File: src/rtl/abc_sample_conditioner.sv
// Three-phase ADC front-end: per-channel offset removal with optional averaging calibration,
// Clarke alpha/beta transform, and a one-cycle o_ce strobe three edges after each valid sample.
module abc_sample_conditioner #(
  parameter int IN_DATA_WIDTH  = 12,
  parameter int OUT_WIDTH      = 16,
  parameter int LG_CAL_SAMPLES = 8,
  parameter int MID_CODE       = 2047
) (
  input  logic                        i_clk,
  input  logic                        i_rstn,
  input  logic                        i_valid,
  input  logic [IN_DATA_WIDTH-1:0]    phase_a,
  input  logic [IN_DATA_WIDTH-1:0]    phase_b,
  input  logic [IN_DATA_WIDTH-1:0]    phase_c,
  input  logic                        i_cal_start,
  output logic                        o_ce,
  output logic signed [OUT_WIDTH-1:0] o_a,
  output logic signed [OUT_WIDTH-1:0] o_b,
  output logic signed [OUT_WIDTH-1:0] o_c,
  output logic signed [OUT_WIDTH-1:0] o_alpha,
  output logic signed [OUT_WIDTH-1:0] o_beta,
  output logic                        o_cal_busy,
  output logic                        o_cal_done
);

  localparam int SW    = IN_DATA_WIDTH + 1;
  localparam int SUM_W = SW + 3;
  localparam int DIF_W = SW + 1;
  localparam int ACC_W = IN_DATA_WIDTH + LG_CAL_SAMPLES;

  localparam logic [ACC_W:0]              ROUND   = (ACC_W+1)'(2**(LG_CAL_SAMPLES-1));
  localparam logic [IN_DATA_WIDTH-1:0]    MID     = IN_DATA_WIDTH'(MID_CODE);
  localparam logic [LG_CAL_SAMPLES-1:0]   CNT_ONE = LG_CAL_SAMPLES'(1);
  localparam logic signed [31:0]          ALPHA_K = 32'sd10923;
  localparam logic signed [31:0]          BETA_K  = 32'sd18919;
  localparam logic signed [31:0]          SAT_MAX = 2**(OUT_WIDTH-1) - 1;
  localparam logic signed [31:0]          SAT_MIN = -(2**(OUT_WIDTH-1));

  typedef enum logic {RUN, CAL} state_t;

  state_t                      state;
  logic                        cal_next;
  logic [LG_CAL_SAMPLES-1:0]   cnt;
  logic [ACC_W-1:0]            acc_a, acc_b, acc_c;
  logic [IN_DATA_WIDTH-1:0]    off_a, off_b, off_c;

  logic                        cap_v;
  logic [IN_DATA_WIDTH-1:0]    cap_a, cap_b, cap_c;
  logic signed [SW-1:0]        a_s, b_s, c_s;
  logic signed [SUM_W-1:0]     sum2;
  logic signed [DIF_W-1:0]     dif;

  logic                        s1_v;
  logic signed [SW-1:0]        s1_a, s1_b, s1_c;
  logic signed [SUM_W-1:0]     s1_sum2;
  logic signed [DIF_W-1:0]     s1_dif;

  // Rounded mean including the sample that completes the window.
  function automatic logic [IN_DATA_WIDTH-1:0] avg(input logic [ACC_W-1:0] acc,
                                                   input logic [IN_DATA_WIDTH-1:0] code);
    logic [ACC_W:0] s;
    s = {1'b0, acc} + (ACC_W+1)'(code) + ROUND;
    return IN_DATA_WIDTH'(s >> LG_CAL_SAMPLES);
  endfunction

  function automatic logic signed [OUT_WIDTH-1:0] sat(input logic signed [31:0] v);
    if (v > SAT_MAX)      return OUT_WIDTH'(SAT_MAX);
    else if (v < SAT_MIN) return OUT_WIDTH'(SAT_MIN);
    else                  return OUT_WIDTH'(v);
  endfunction

  // State the FSM will be in after this edge; used to suppress o_ce while busy.
  always_comb begin
    cal_next = i_cal_start || ((state == CAL) && !(i_valid && (&cnt)));
  end

  always_ff @(posedge i_clk) begin
    if (!i_rstn) begin
      state      <= RUN;
      cnt        <= '0;
      acc_a      <= '0;
      acc_b      <= '0;
      acc_c      <= '0;
      off_a      <= MID;
      off_b      <= MID;
      off_c      <= MID;
      o_cal_busy <= 1'b0;
      o_cal_done <= 1'b0;
    end else begin
      o_cal_done <= 1'b0;
      if (i_cal_start) begin
        state      <= CAL;
        o_cal_busy <= 1'b1;
        cnt        <= '0;
        acc_a      <= '0;
        acc_b      <= '0;
        acc_c      <= '0;
      end else if (state == CAL && i_valid) begin
        if (&cnt) begin
          off_a      <= avg(acc_a, phase_a);
          off_b      <= avg(acc_b, phase_b);
          off_c      <= avg(acc_c, phase_c);
          cnt        <= '0;
          state      <= RUN;
          o_cal_busy <= 1'b0;
          o_cal_done <= 1'b1;
        end else begin
          acc_a <= acc_a + ACC_W'(phase_a);
          acc_b <= acc_b + ACC_W'(phase_b);
          acc_c <= acc_c + ACC_W'(phase_c);
          cnt   <= cnt + CNT_ONE;
        end
      end
    end
  end

  always_comb begin
    a_s  = $signed({1'b0, cap_a}) - $signed({1'b0, off_a});
    b_s  = $signed({1'b0, cap_b}) - $signed({1'b0, off_b});
    c_s  = $signed({1'b0, cap_c}) - $signed({1'b0, off_c});
    sum2 = (SUM_W'(a_s) <<< 1) - SUM_W'(b_s) - SUM_W'(c_s);
    dif  = DIF_W'(b_s) - DIF_W'(c_s);
  end

  always_ff @(posedge i_clk) begin
    if (!i_rstn) begin
      cap_v   <= 1'b0;
      cap_a   <= '0;
      cap_b   <= '0;
      cap_c   <= '0;
      s1_v    <= 1'b0;
      s1_a    <= '0;
      s1_b    <= '0;
      s1_c    <= '0;
      s1_sum2 <= '0;
      s1_dif  <= '0;
      o_ce    <= 1'b0;
      o_a     <= '0;
      o_b     <= '0;
      o_c     <= '0;
      o_alpha <= '0;
      o_beta  <= '0;
    end else begin
      cap_v <= i_valid;
      if (i_valid) begin
        cap_a <= phase_a;
        cap_b <= phase_b;
        cap_c <= phase_c;
      end
      s1_v <= cap_v;
      if (cap_v) begin
        s1_a    <= a_s;
        s1_b    <= b_s;
        s1_c    <= c_s;
        s1_sum2 <= sum2;
        s1_dif  <= dif;
      end
      o_ce <= s1_v && !cal_next;
      if (s1_v) begin
        o_a     <= sat(32'(s1_a));
        o_b     <= sat(32'(s1_b));
        o_c     <= sat(32'(s1_c));
        o_alpha <= sat((32'(s1_sum2) * ALPHA_K) >>> 15);
        o_beta  <= sat((32'(s1_dif) * BETA_K) >>> 15);
      end
    end
  end

endmodule

File: config.mk
export PLATFORM = sky130hd
export DESIGN_NAME = abc_sample_conditioner
export DESIGN_NICKNAME = d
export VERILOG_FILES = /design/src/rtl/abc_sample_conditioner.sv
export SDC_FILE = /design/constraint.sdc
export NUM_CORES = 1
export LEC_CHECK = 0
export ABC_AREA = 1
export CAP_MARGIN = 20
export CORE_MARGIN = 2
export CORE_UTILIZATION = 30
export DETAILED_ROUTE_END_ITERATION = 8
export SETUP_SLACK_MARGIN = 0.3
export SYNTH_ARGS = -nofsm -noshare
export SYNTH_HDL_FRONTEND = slang
export SYNTH_SLANG_ARGS = --single-unit
File: constraint.sdc
create_clock -name i_clk -period 9.2 [get_ports i_clk]
set_input_delay 1.38 -clock i_clk [delete_from_list [all_inputs] [get_ports i_clk]]
set_output_delay 1.38 -clock i_clk [all_outputs]
set_load 0.01 [all_outputs]
==> impl_metrics.yaml <==
floorplan:
  die-height_um: 308
  start_util: 0.303
  fp.dieW_um: 308
  num_rows: 111
  coreArea_um2: 91700
  die-area_um2: 94900
  ioPinCount: 123
timing:
  finalSetupTns_ps: 0
  slew_headroom: 0.347
  fin_crit_sh: 0.581
  rsz0062_at_grt: "false"
  tightest_slew_ps: 980
  holdWs_ps: 454
  finalHoldViolCount: 0
  slew_viol_final: 0
  max_freq_mhz: 187
  finalSetupViolations: 0
  setup_slack_ps: 3860
  fin_crit_ps: 5340
  fin_skew_ps: 17.1
global_routing:
  track_usage: 0.158
  antenna_found_initial: 0
  overflow: 0
  grt_pass1_vias: 22600
  grt_pass1_wl_mm: 122
  grt_max_degree: 100
pwr:
  ir_worst_vdd_mv: 0.103
  finalPower_mw: 6.33
  p_leak_nw: 16.5
  powerDensity_nw_per_um2: 202
worst_setup_path:
  arrival_ps: 5800
  path_max_fanout: 17
  crit_slowest_cell: "dfxtp_1"
  cp-end-kind: "flip-flop"
  cp_slowest_stage_delay_ps: 770
  critPathKind: "reg2reg"
  required_ps: 9650
  crit_chain: "ha_1 -> inv_1 -> ha_1 -> fa_1 -> inv_1 -> fa_1 -> inv_1 -> fa_1 -> inv_1 -> fa_1 -> inv_1 -> ha_1 -> nand2_1 -> nand2_1 -> a31oi_1 -> nand2_1 -> a21oi_1 -> nand2_1 -> nand2_1 -> nand3_1 -> nand2_1 -> inv_1"
  startpoint_type: "flip-flop"
logic_synthesis:
  synthTopCellsByCount: "772 x inv_1, 681 x nand2_1, 398 x nor2_1, 381 x ha_1, 308 x a21oi_1"
  ys_seq_elements: 288
  synth.avg_cell_area_um2: 7.24
  synth_top_area_share: 0.208
  ys_seq_area_frac: 0.208
  synthTopCellsByArea: "dfxtp_1 21%, ha_1 17%, fa_1 14%"
  synth_warnings: 0
  synth_top_area_cell: "dfxtp_1"
  netlist_area_um2: 27700
  synthArstFlopShare: 0
  syn_nets: 4454
  netlist_instances: 3834
  synth.most_common_cell: "inv_1"
  synth_edf_count: 0
  synthFlopType: "dfxtp_1"
  synthDistinctLibCells: 53
finish:
  nNetsFinal: 4533
  area_growth_pct: 12.8
  layout-drive-gt1-share: 0.0261
  finalCoreUtilization: 0.341
  antenna_cells: 0
routing:
  vias_per_cell: 4.60
  routedWlPerCell_um: 14.6
  antenna_left: 0
  drc: 0
  drt-total-wl_mm: 74.9
  first_iter_violations: 1349
  drt_pass1_iterations: 5
  vias: 23600
clock_network:
  clock_latency_ps: 560
  cts_buffer_depth: 3
  cts_resized: 0
  h-tree-depth: 2
  postCtsSetupRepairBufs: 0
  cts_tree: "built"
  holdBufCountCts: 0
  cts.sinks: 288
  root_buffer: "clkbuf_16"
  cts_inserted_buffers: 35
  clk_pin_slew_ps: 70
placement:
  post-dp-hpwl_mm: 60.6
  gp_congestion: 0.949
  port_buffers: 122
  preCtsSetupSlack_ps: 3880
status:
  status: "finished, final reports clean"
hold_path:
  worst_hold_path_type: "reg2reg"
job:
  maxCapViolCount: 0
-- per-layer routing --
layer,part of all wire,global-route usage,vias up
met1,0.51,0.233,10800
met4,0.017,0.0299,0
met5,0,0,-
met3,0.043,0.0191,77
li1,-,-,12300
met2,0.43,0.248,406
-- through the flow --
stage,std cells,area [um^2]
CTS,5125,31300
global placement,5062,30100
detailed placement,5062,30100
global route,5125,31300
finish,5125,31300
floorplan,3834,27700
-- flip-flops by register name, summed over array words and instances, names as in the netlist, 14 cells and up --
signal,count
acc_a,20
acc_b,20
acc_c,20
o_a,14
o_alpha,16
o_b,14
o_beta,16
o_c,14
s1_dif,14
s1_sum2,16
-- critical path: cells and delay by family (launching register included) --
kind | cells | cell delay [ps]
compound gates | 2 | 400
buf+inv | 6 | 330
simple gates | 7 | 620
fa+ha+maj | 7 | 3110
flops | 1 | 770
-- where the power goes --
group / internal, mW / switching (mW) / total, mW / leakage [nW]
Combinational: 1.23 / 2.20 / 3.43 / 13.6
Clock: 0.906 / 0.611 / 1.52 / 0.602
Sequential: 1.31 / 0.0695 / 1.38 / 2.36
Total: 3.45 / 2.88 / 6.33 / 16.5
-- final timing paths --
| path | slack, ps | cells after the start | end | startpoint |
|---|---|---|---|---|
| worst max-delay path | 3860 | 22 | o_alpha[12] | s1_sum2[15] |
| worst min-delay path | 450 | 2 | o_a[9] | s1_a[9] |
| worst max register to register | 3860 | 22 | o_alpha[12] | s1_sum2[15] |
| worst min register to register | 450 | 2 | o_a[9] | s1_a[9] |
-- area by class of cell --
class	instances	area, um^2
clock inverters	21	285
well taps	1186	1480
clock buffers	42	942
repair buffers	131	1290
flip-flops and latches	288	5770
fillers	9834	60400
inverters	777	2920
multi-input cells	2680	18600
-- cell usage in the layout (no fill, tap or decap), types with 35 or more instances in the layout --
cell	instances
fa_1	199
nand3_1	182
ha_1	381
nand2_1	681
a21oi_1	308
o21ai_0	246
clkdlybuf4s50_1	121
clkbuf_16	35
inv_1	772
dfxtp_1	286
xor2_1	50
nor2_1	398
-- kinds of logic after synthesis --
family,after synthesis,synth area share
buf+inv,866,0.121
compound gates,671,0.131
fa+ha+maj,580,0.315
flops,288,0.208
simple gates,1350,0.200
xor+xnor,79,0.0249
(Power assumes the default switching activity.)
